[src/rtl/count_monitor.sv]
// count_monitor: watches a free-running 5-bit upstream counter and reports
// anomalies (wrap, threshold arrival, stall, skip) as time-stamped events
// through a 4-entry valid/ready event FIFO.
module count_monitor #(
   parameter logic [4:0]  THRESHOLD    = 5'd20,
   parameter int unsigned STALL_CYCLES = 8
) (
   input  logic        clock,
   input  logic        reset,
   input  logic [4:0]  count,
   output logic        ev_valid,
   input  logic        ev_ready,
   output logic [14:0] ev_data,
   output logic [2:0]  ev_level,
   output logic        overflow,
   output logic [7:0]  wrap_count
);

   typedef enum logic [1:0] {
      EV_WRAP   = 2'd0,
      EV_THRESH = 2'd1,
      EV_STALL  = 2'd2,
      EV_SKIP   = 2'd3
   } ev_code_t;

   localparam int unsigned DEPTH       = 4;
   localparam logic [7:0]  STALL_LIMIT = 8'(STALL_CYCLES);
   localparam logic [2:0]  LEVEL_FULL  = 3'(DEPTH);

   logic [4:0]  prev;
   logic        primed;
   logic [7:0]  stamp;
   logic [7:0]  stall_cnt;

   logic [14:0] fifo_mem [DEPTH];
   logic [1:0]  wr_ptr;
   logic [1:0]  rd_ptr;
   logic [2:0]  level;

   logic [4:0]  prev_inc;
   logic        is_wrap;
   logic        is_skip;
   logic        is_thresh;
   logic        is_stall;
   logic        ev_det;
   ev_code_t    ev_code;
   logic [14:0] ev_word;
   logic        pop;
   logic        fifo_full;
   logic        push_ok;

   // Raw anomaly conditions against the previous sample; nothing fires until primed.
   always_comb begin
      prev_inc  = prev + 5'd1;
      is_wrap   = primed && (prev == 5'd31) && (count == 5'd0);
      is_skip   = primed && (count != prev) && (count != prev_inc) && !is_wrap;
      is_thresh = primed && (count == THRESHOLD) && (prev != THRESHOLD);
      // The counter saturates at STALL_LIMIT, so this matches only once per hold.
      is_stall  = primed && (count == prev) && (stall_cnt == STALL_LIMIT - 8'd1);
   end

   // Pick a single event per cycle, highest priority first, and form the FIFO word.
   always_comb begin
      ev_det  = 1'b1;
      ev_code = EV_WRAP;
      if (is_skip) begin
         ev_code = EV_SKIP;
      end else if (is_wrap) begin
         ev_code = EV_WRAP;
      end else if (is_thresh) begin
         ev_code = EV_THRESH;
      end else if (is_stall) begin
         ev_code = EV_STALL;
      end else begin
         ev_det = 1'b0;
      end
      ev_word = {ev_code, count, stamp};
   end

   // FIFO handshake; a full FIFO still accepts a push when the head leaves this cycle.
   always_comb begin
      pop       = (level != 3'd0) && ev_ready;
      fifo_full = (level == LEVEL_FULL);
      push_ok   = ev_det && (!fifo_full || pop);
   end

   assign ev_valid = (level != 3'd0);
   assign ev_level = level;
   assign ev_data  = fifo_mem[rd_ptr];

   // Sample tracking: previous count, priming flag, time stamp and stall run length.
   always_ff @(posedge clock or negedge reset) begin
      if (!reset) begin
         prev      <= '0;
         primed    <= 1'b0;
         stamp     <= '0;
         stall_cnt <= '0;
      end else begin
         prev   <= count;
         primed <= 1'b1;
         stamp  <= stamp + 8'd1;
         if (!primed || (count != prev)) begin
            stall_cnt <= '0;
         end else if (stall_cnt != STALL_LIMIT) begin
            stall_cnt <= stall_cnt + 8'd1;
         end
      end
   end

   // Event FIFO storage, pointers, occupancy and sticky overflow.
   always_ff @(posedge clock or negedge reset) begin
      if (!reset) begin
         for (int unsigned i = 0; i < DEPTH; i++) begin
            fifo_mem[i] <= '0;
         end
         wr_ptr   <= '0;
         rd_ptr   <= '0;
         level    <= '0;
         overflow <= 1'b0;
      end else begin
         if (push_ok) begin
            fifo_mem[wr_ptr] <= ev_word;
            wr_ptr           <= wr_ptr + 2'd1;
         end
         if (pop) begin
            rd_ptr <= rd_ptr + 2'd1;
         end
         case ({push_ok, pop})
            2'b10:   level <= level + 3'd1;
            2'b01:   level <= level - 3'd1;
            default: level <= level;
         endcase
         if (ev_det && !push_ok) begin
            overflow <= 1'b1;
         end
      end
   end

   // Saturating tally of WRAP detections, counted whether or not the event was queued.
   always_ff @(posedge clock or negedge reset) begin
      if (!reset) begin
         wrap_count <= '0;
      end else if ((ev_code == EV_WRAP) && ev_det && (wrap_count != 8'hFF)) begin
         wrap_count <= wrap_count + 8'd1;
      end
   end

endmodule

[config.mk]
export PLATFORM = sky130hd
export DESIGN_NAME = count_monitor
export DESIGN_NICKNAME = d
export VERILOG_FILES = /design/src/rtl/count_monitor.sv
export SDC_FILE = /design/constraint.sdc
export NUM_CORES = 1
export LEC_CHECK = 0
export CORE_MARGIN = 1.5
export CORE_UTILIZATION = 50
export CTS_BUF_LIST = sky130_fd_sc_hd__clkbuf_8 sky130_fd_sc_hd__clkbuf_16
export DETAILED_ROUTE_END_ITERATION = 12
export PLACE_DENSITY = 0.7
export SLEW_MARGIN = 5
export SYNTH_ARGS = -nofsm -noshare
export SYNTH_HDL_FRONTEND = slang
export SYNTH_SLANG_ARGS = --single-unit
[constraint.sdc]
create_clock -name clock -period 4.9 [get_ports clock]
set_input_delay 0.735 -clock clock [delete_from_list [all_inputs] [get_ports clock]]
set_output_delay 0.735 -clock clock [all_outputs]
set_load 0.01 [all_outputs]
==> Word level (Yosys, flattened, before mapping) <==
Index checks and enable logic that the tools add are counted.
{ "word_totals": {"ff_bits": 98, "out_inout_bits": 28, "input_bits": 8, "elab_cells": 81} }
{ "classes": {"n_bitwise": 2, "n_lt_le_gt_ge": 3, "n_reduce_logical": 26, "mux": 17, "n_eq_ne": 12, "addsub": 8} }
{ "op_table": {"columns": ["cell", "n"], "rows": [
  ["$bwmux 60", 1],
  ["$mux 15", 3],
  ["$bmux 15 s2", 1],
  ["$demux 15 s2", 1],
  ["$add 8x1->8 const B", 3],
  ["$mux 8", 2],
  ["$logic_and 1x1->1", 15],
  ["$eq 5x5->1 const B", 2],
  ["$ne 5x5->1", 2],
  ["$eq 8x3->1 const B", 1],
  ["$mux 2", 4],
  ["$ne 8x4->1 const B", 1],
  ["$ne 8x8->1 const B", 1],
  ["$ge 3x3->1 const B", 2],
  ["$not 2->3", 2],
  ["$pmux 3 s2", 1],
  ["$add 5x1->5 const B", 1],
  ["$eq 5x5->1", 1],
  ["$logic_not 5->1", 1],
  ["$ne 5x5->1 const B", 1],
  ["$add 2x1->2 const B", 2],
  ["$logic_not 1->1", 4],
  ["$mux 1", 4],
  ["$reduce_bool 2->1", 2],
  ["other kinds (9)", 10]
]} }

==> Depth between registers and ports, before layout <==
{ "logic_depth": {"depth_word": 10, "mapped_depth": 14, "ltp_nobuf": 13} }

==> Worst setup path before layout <==
Ideal clock, no wire load.
{ "synth_path": {"path_kind": "input to register", "from": "input count[4]", "to": "register level[2] (netlist: ev_level[2])", "t_required_ps": 4778, "path_buffers": 2, "setup_slack_ps": 1677, "cell_stages": 10, "setup_time_ps": 122, "t_arrival_ps": 3101, "path_cell_list": "buf_2 -> xnor2_1 -> nand3_1 -> or3_1 -> o211ai_4 -> buf_2 -> nor2_1 -> fa_1 -> or3_1 -> a32o_1"} }
{ "synth_via": {"elab_chain_len": 10, "word_cells_on_any_way": 23, "classes_between": "eq/ne (6); mux (5); reduce/logical (12)"} }
{ "synth_lines": {"columns": ["element", "line_no", "rtl"], "rows": [
  ["start: declaration", "10", "input logic [4:0] count,"],
  ["$eq 5x5->1", "59", "is_stall = primed && (count == prev) && (stall_cnt == STALL_LIMIT - 8'd1);"],
  ["$logic_and 1x1->1 (2 in a row)", "59", null],
  ["$mux 1", "72", "end else if (is_stall) begin"],
  ["$mux 1", "70", "end else if (is_thresh) begin"],
  ["$mux 1", "68", "end else if (is_wrap) begin"],
  ["$mux 1 (*)", "66", "if (is_skip) begin"],
  ["$logic_and 1x1->1 (*)", "84", "push_ok = ev_det && (!fifo_full || pop);"],
  ["$eq 2x1->1 / $eq 2x2->1 (equally long branches)", "128", "case ({push_ok, pop})"],
  ["$pmux 3 s2 / $reduce_bool 2->1 (equally long branches)", null, null],
  ["end signal: assignment", "129", "2'b10: level <= level + 3'd1;"],
  ["end signal: assignment", "130", "2'b01: level <= level - 3'd1;"],
  ["end signal: assignment", "131", "default: level <= level;"],
  ["end: declaration", "38", "logic [2:0] level;"]
]} }
Every way passes the cells marked *; elsewhere a longest branch is shown, timed or not.
A chain may end at the register's enable or synchronous reset.

==> Worst setup path after layout <==
{ "layout_path": {"from": "input count[2]", "to": "register level[2] (netlist: ev_level[2])"} }
Same word-level chain as after synthesis.

==> flow_summary_export.csv <==
group,metric,value,unit
status,run_status,"finished, final reports clean",
sta,rsz0062_at_grt,"false",
job,maxCapViolCount,0,
synth,synth-compound-area-share,3.71,%
critical_path,crit_top_cell,"or3_1",
hold_path,hold_wc_path_type,"in -> async",
place,detailedPlacementHpwl,5.46,mm
clock_network,cts_tree,"yes",
critical_path,timing.critical_path.slowest_stage_cell,"clkdlybuf4s50_1",
drt,wl_met1,3.70,mm
clock_network,h-tree-depth,3,
clock_network,total_number_of_clock_tree_sinks,98,
cells_and_area,fin_area,0.00531,mm²
global_route,global_route_wire_length_before_repair,13.9,mm
floorplanning,rows,35,
place,placedInstanceArea,0.00509,mm²
synth,synth.ff_latch_count,98,
power_and_ir_drop,seq_power_share,43.6,%
sta,hold_viol,0,
global_route,largest_net_degree_at_the_start_of_global_routing,57,
clock_network,clockBufferDepth,2,
clock_network,cts_buffers,9,
power_and_ir_drop,leakagePower,2.25,nW
sta,min_period,3.46,ns
critical_path,cp-start-kind,"input pin",
floorplanning,fp.dieH,99.8,µm
synth,synthDominantAreaCellType,"dfrtp_1",
synth,synthesis.area_per_instance,13.7,µm²
cells_and_area,final_nets,396,
clock_network,post_cts_buffers,0,
cells_and_area,antenna-diode-count,0,
global_route,via_count_of_the_first_global_routing_pass,2857,
drt,met3_length,200,µm
drt,vias,2779,
clock_network,clock-root-buffer,"clkbuf_8",
synth,synthesis.area,0.00469,mm²
critical_path,crit_path_cells,"clkdlybuf4s50_1 -> xnor2_1 -> nand3_1 -> or3_1 -> o211ai_4 -> nor2_1 -> fa_1 -> or3_1 -> a32o_1",
sta,pins_over_slew_limit,0,
global_route,grt_antenna_before_repair,0,
global_route,global_route.usage.total,18.0,%
drt,drt.antenna.violating_nets,0,
synth,top_reg_cell_synth,"dfrtp_1",
synth,netlist-cell-type-count,47,
power_and_ir_drop,vdd_drop_max,0.000177,V
clock_network,cts-hold-fix-buffers,0,
cells_and_area,final_layout_size_suffix_gt1_share,26.5,%
drt,drcViolationCount,0,
synth,yosys.area.top_type_share,52.3,%
place,io_buffer_count,35,
critical_path,cp.required,5.14,ns
critical_path,timing.setup.critical_path_class,"in -> reg",
power_and_ir_drop,power_density,543,mW/mm²
clock_network,cts-resized-gates,0,
synth,synth_simple_gate_area_share,10.1,%
power_and_ir_drop,netSwitchingFraction,30.4,%
drt,detail_route.wl_per_cell,16.4,µm
drt,drt-pass1-iter-count,4,
cells_and_area,num-fill-cells,739,
power_and_ir_drop,comb_power_share,36.5,%
synth,ys_seq_area_share,52.3,%
synth,synth-adder-area-share,3.36,%
clock_network,clkLatencyLatePin,0.36,ns
synth,synth.area.mux_share,21.8,%
drt,routed_via_density,5.65,
sta,worst_slew_margin_rel,27.8,%
global_route,gr-total-overflow,0,
sta,final-setup-viol-count,0,
sta,timing.final.crit_share,70.5,%
synth,synthesis.yosys.warnings,0,
drt,top_signal_layer_used,"met4",
power_and_ir_drop,p_clk_share,20.0,%
floorplanning,die_w,99.8,µm
critical_path,cp.arrival,3.70,ns
synth,postSynthNetCount,363,
critical_path,slowest_delay,0.63,ns
synth,main_combinational_cell_family_by_area_after_synthesis,"multiplexers",
critical_path,timing.critical_path.from,"count[2]",
synth,synth_cells,343,
floorplanning,initial_utilization,51.2,%
sta,maxClockFrequency,0.289,GHz
sta,setup_tns,0,ns
power_and_ir_drop,p_int,0.00200,W
floorplanning,area_of_the_core,0.00915,mm²
clock_network,clock_slew_seen_by_the_registers_of_the_worst_setup_and_hold_paths,0.10,ns
drt,drt_wl_total,8.08,mm
critical_path,worst_setup_path_end_kind,"register",
floorplanning,ios,36,
place,routabilityCongestion,0.794,
sta,worst_hold_margin,0.414,ns
synth,synth_async_sr_flop_share,100,%
cells_and_area,areaGrowthSynthToFinish,13.3,%
synth,post_synth_edffs,0,
synth,netlist_top_cells_area,"dfrtp_1, mux2_2, mux4_2",
drt,routed-wl-met2,4.08,mm
floorplanning,design.die.area,0.00996,mm²
critical_path,worst-path-max-fanout,16,
power_and_ir_drop,power.net_switching,0.000877,W
sta,timing_worst_slew_pin_value,1.08,ns
sta,timing.clock.skew,0.0139,ns
drt,drtIter0Drc,73,
synth,synth-xor-area-share,5.79,%
critical_path,rr_startpoint,"prev[0]",
worst max-delay path, delay by kind of cell:
family	cells	cell delay [ns]
fa+ha+maj	1	0.45
buf+inv	1	0.63
xor+xnor	1	0.20
simple gates	4	1.13
compound gates	2	0.55
area by class of cell:
class | instances | area, µm² | share of cell area, %
repair buffers | 36 | 355 | 6.69
clock buffers | 9 | 124 | 2.33
inverters | 10 | 37.5 | 0.707
flip-flops and latches | 98 | 2450 | 46.2
well taps | 111 | 139 | 2.62
clock inverters | 7 | 96.3 | 1.82
multi-input cells | 221 | 2100 | 39.6
kinds of logic (layout without fill, tap and decap cells):
group | count (synthesis) | in the layout
flip-flops | 98 | 98
AO/OA/AOI/OAI | 24 | 24
buffers and inverters | 24 | 62
adder cells (fa/ha/maj) | 12 | 12
multiplexers | 75 | 75
AND/OR/NAND/NOR | 78 | 78
other | 1 | 1
XOR/XNOR | 31 | 31
cells in the final DEF (no fill, tap or decap), types with 2 or more instances in the layout:
cell / Yosys / layout
nor4_1: 2 / 2
bufinv_16: 0 / 2
and3_1: 9 / 9
inv_6: 0 / 3
nor2_1: 15 / 15
dfrtp_1: 98 / 98
nor3_1: 2 / 2
mux2_4: 3 / 3
xor2_1: 10 / 10
nand4b_1: 2 / 2
o211ai_1: 2 / 2
a21oi_1: 7 / 7
ha_1: 11 / 11
mux2i_1: 2 / 2
nand3_4: 4 / 4
clkinv_2: 0 / 2
nand3_1: 12 / 12
clkdlybuf4s50_1: 0 / 34
nand4_1: 3 / 3
mux2_2: 55 / 55
xnor2_1: 21 / 21
nand2_1: 16 / 16
buf_4: 0 / 2
a31oi_1: 5 / 5
mux4_2: 15 / 15
or3_1: 4 / 4
clkbuf_8: 0 / 9
inv_1: 10 / 10
through the flow:
step | util (%) | cells | power [W] | worst slack [ns]
2_1_floorplan | - | 343 | 0.00195 | 1.68
3_3_place_gp | 55.6 | 476 | 0.00231 | 1.14
3_5_place_dp | 55.6 | 476 | 0.00234 | 1.06
4_1_cts | 58.0 | 492 | 0.00292 | 1.44
5_1_grt | 58.0 | 492 | 0.00306 | 1.20
6_report | 58.0 | 492 | 0.00288 | 1.44
final timing paths:
path / end / slack (ns) / depth (start not counted)
setup / recovery: ev_level[2] / 1.44 / 9
hold / removal: fifo_mem[51] / 0.41 / 1
setup reg to reg: ev_level[2] / 1.49 / 11
hold reg to reg: overflow / 0.49 / 1
max in group asynchronous: primed / 3.47 / 2
min in group clock: overflow / 0.49 / 1
flip-flops by register name, summed over array words and instances (netlist names):
name        count
ev_level        3
fifo_mem       60
overflow        1
prev            5
primed          1
rd_ptr          2
stall_cnt       8
stamp           8
wr_ptr          2
wrap_count      8
metal layers:
metal  vias up  GRT usage, %
met2        46          30.5
li1       1298             -
met3         8          2.72
met4         0          6.83
met1      1427          23.6
met5         -             0
Yosys cell counts (2+ instances only):
master	count
and3_1	9
inv_1	10
a21oi_1	7
mux2_2	55
or3_1	4
dfrtp_1	98
xor2_1	10
nand3_4	4
buf_6	5
buf_2	2
clkbuf_1	6
nor4_1	2
nor2_1	15
mux2i_1	2
ha_1	11
nand4b_1	2
a31oi_1	5
nor3_1	2
nand4_1	3
mux2_4	3
mux4_2	15
nand3_1	12
nand2_1	16
xnor2_1	21
o211ai_1	2
power by group through the flow:
stage / Combinational (W) / Clock (W) / Sequential, W
finish: 0.00105 / 0.000575 / 0.00126
detailed placement: 0.00106 / 0 / 0.00128
global placement: 0.00105 / 0 / 0.00126
CTS: 0.00107 / 0.000590 / 0.00126
global route: 0.00114 / 0.000627 / 0.00129
floorplan: 0.000782 / 0 / 0.00116
No activity file was read; power rests on OpenSTA's default activity.
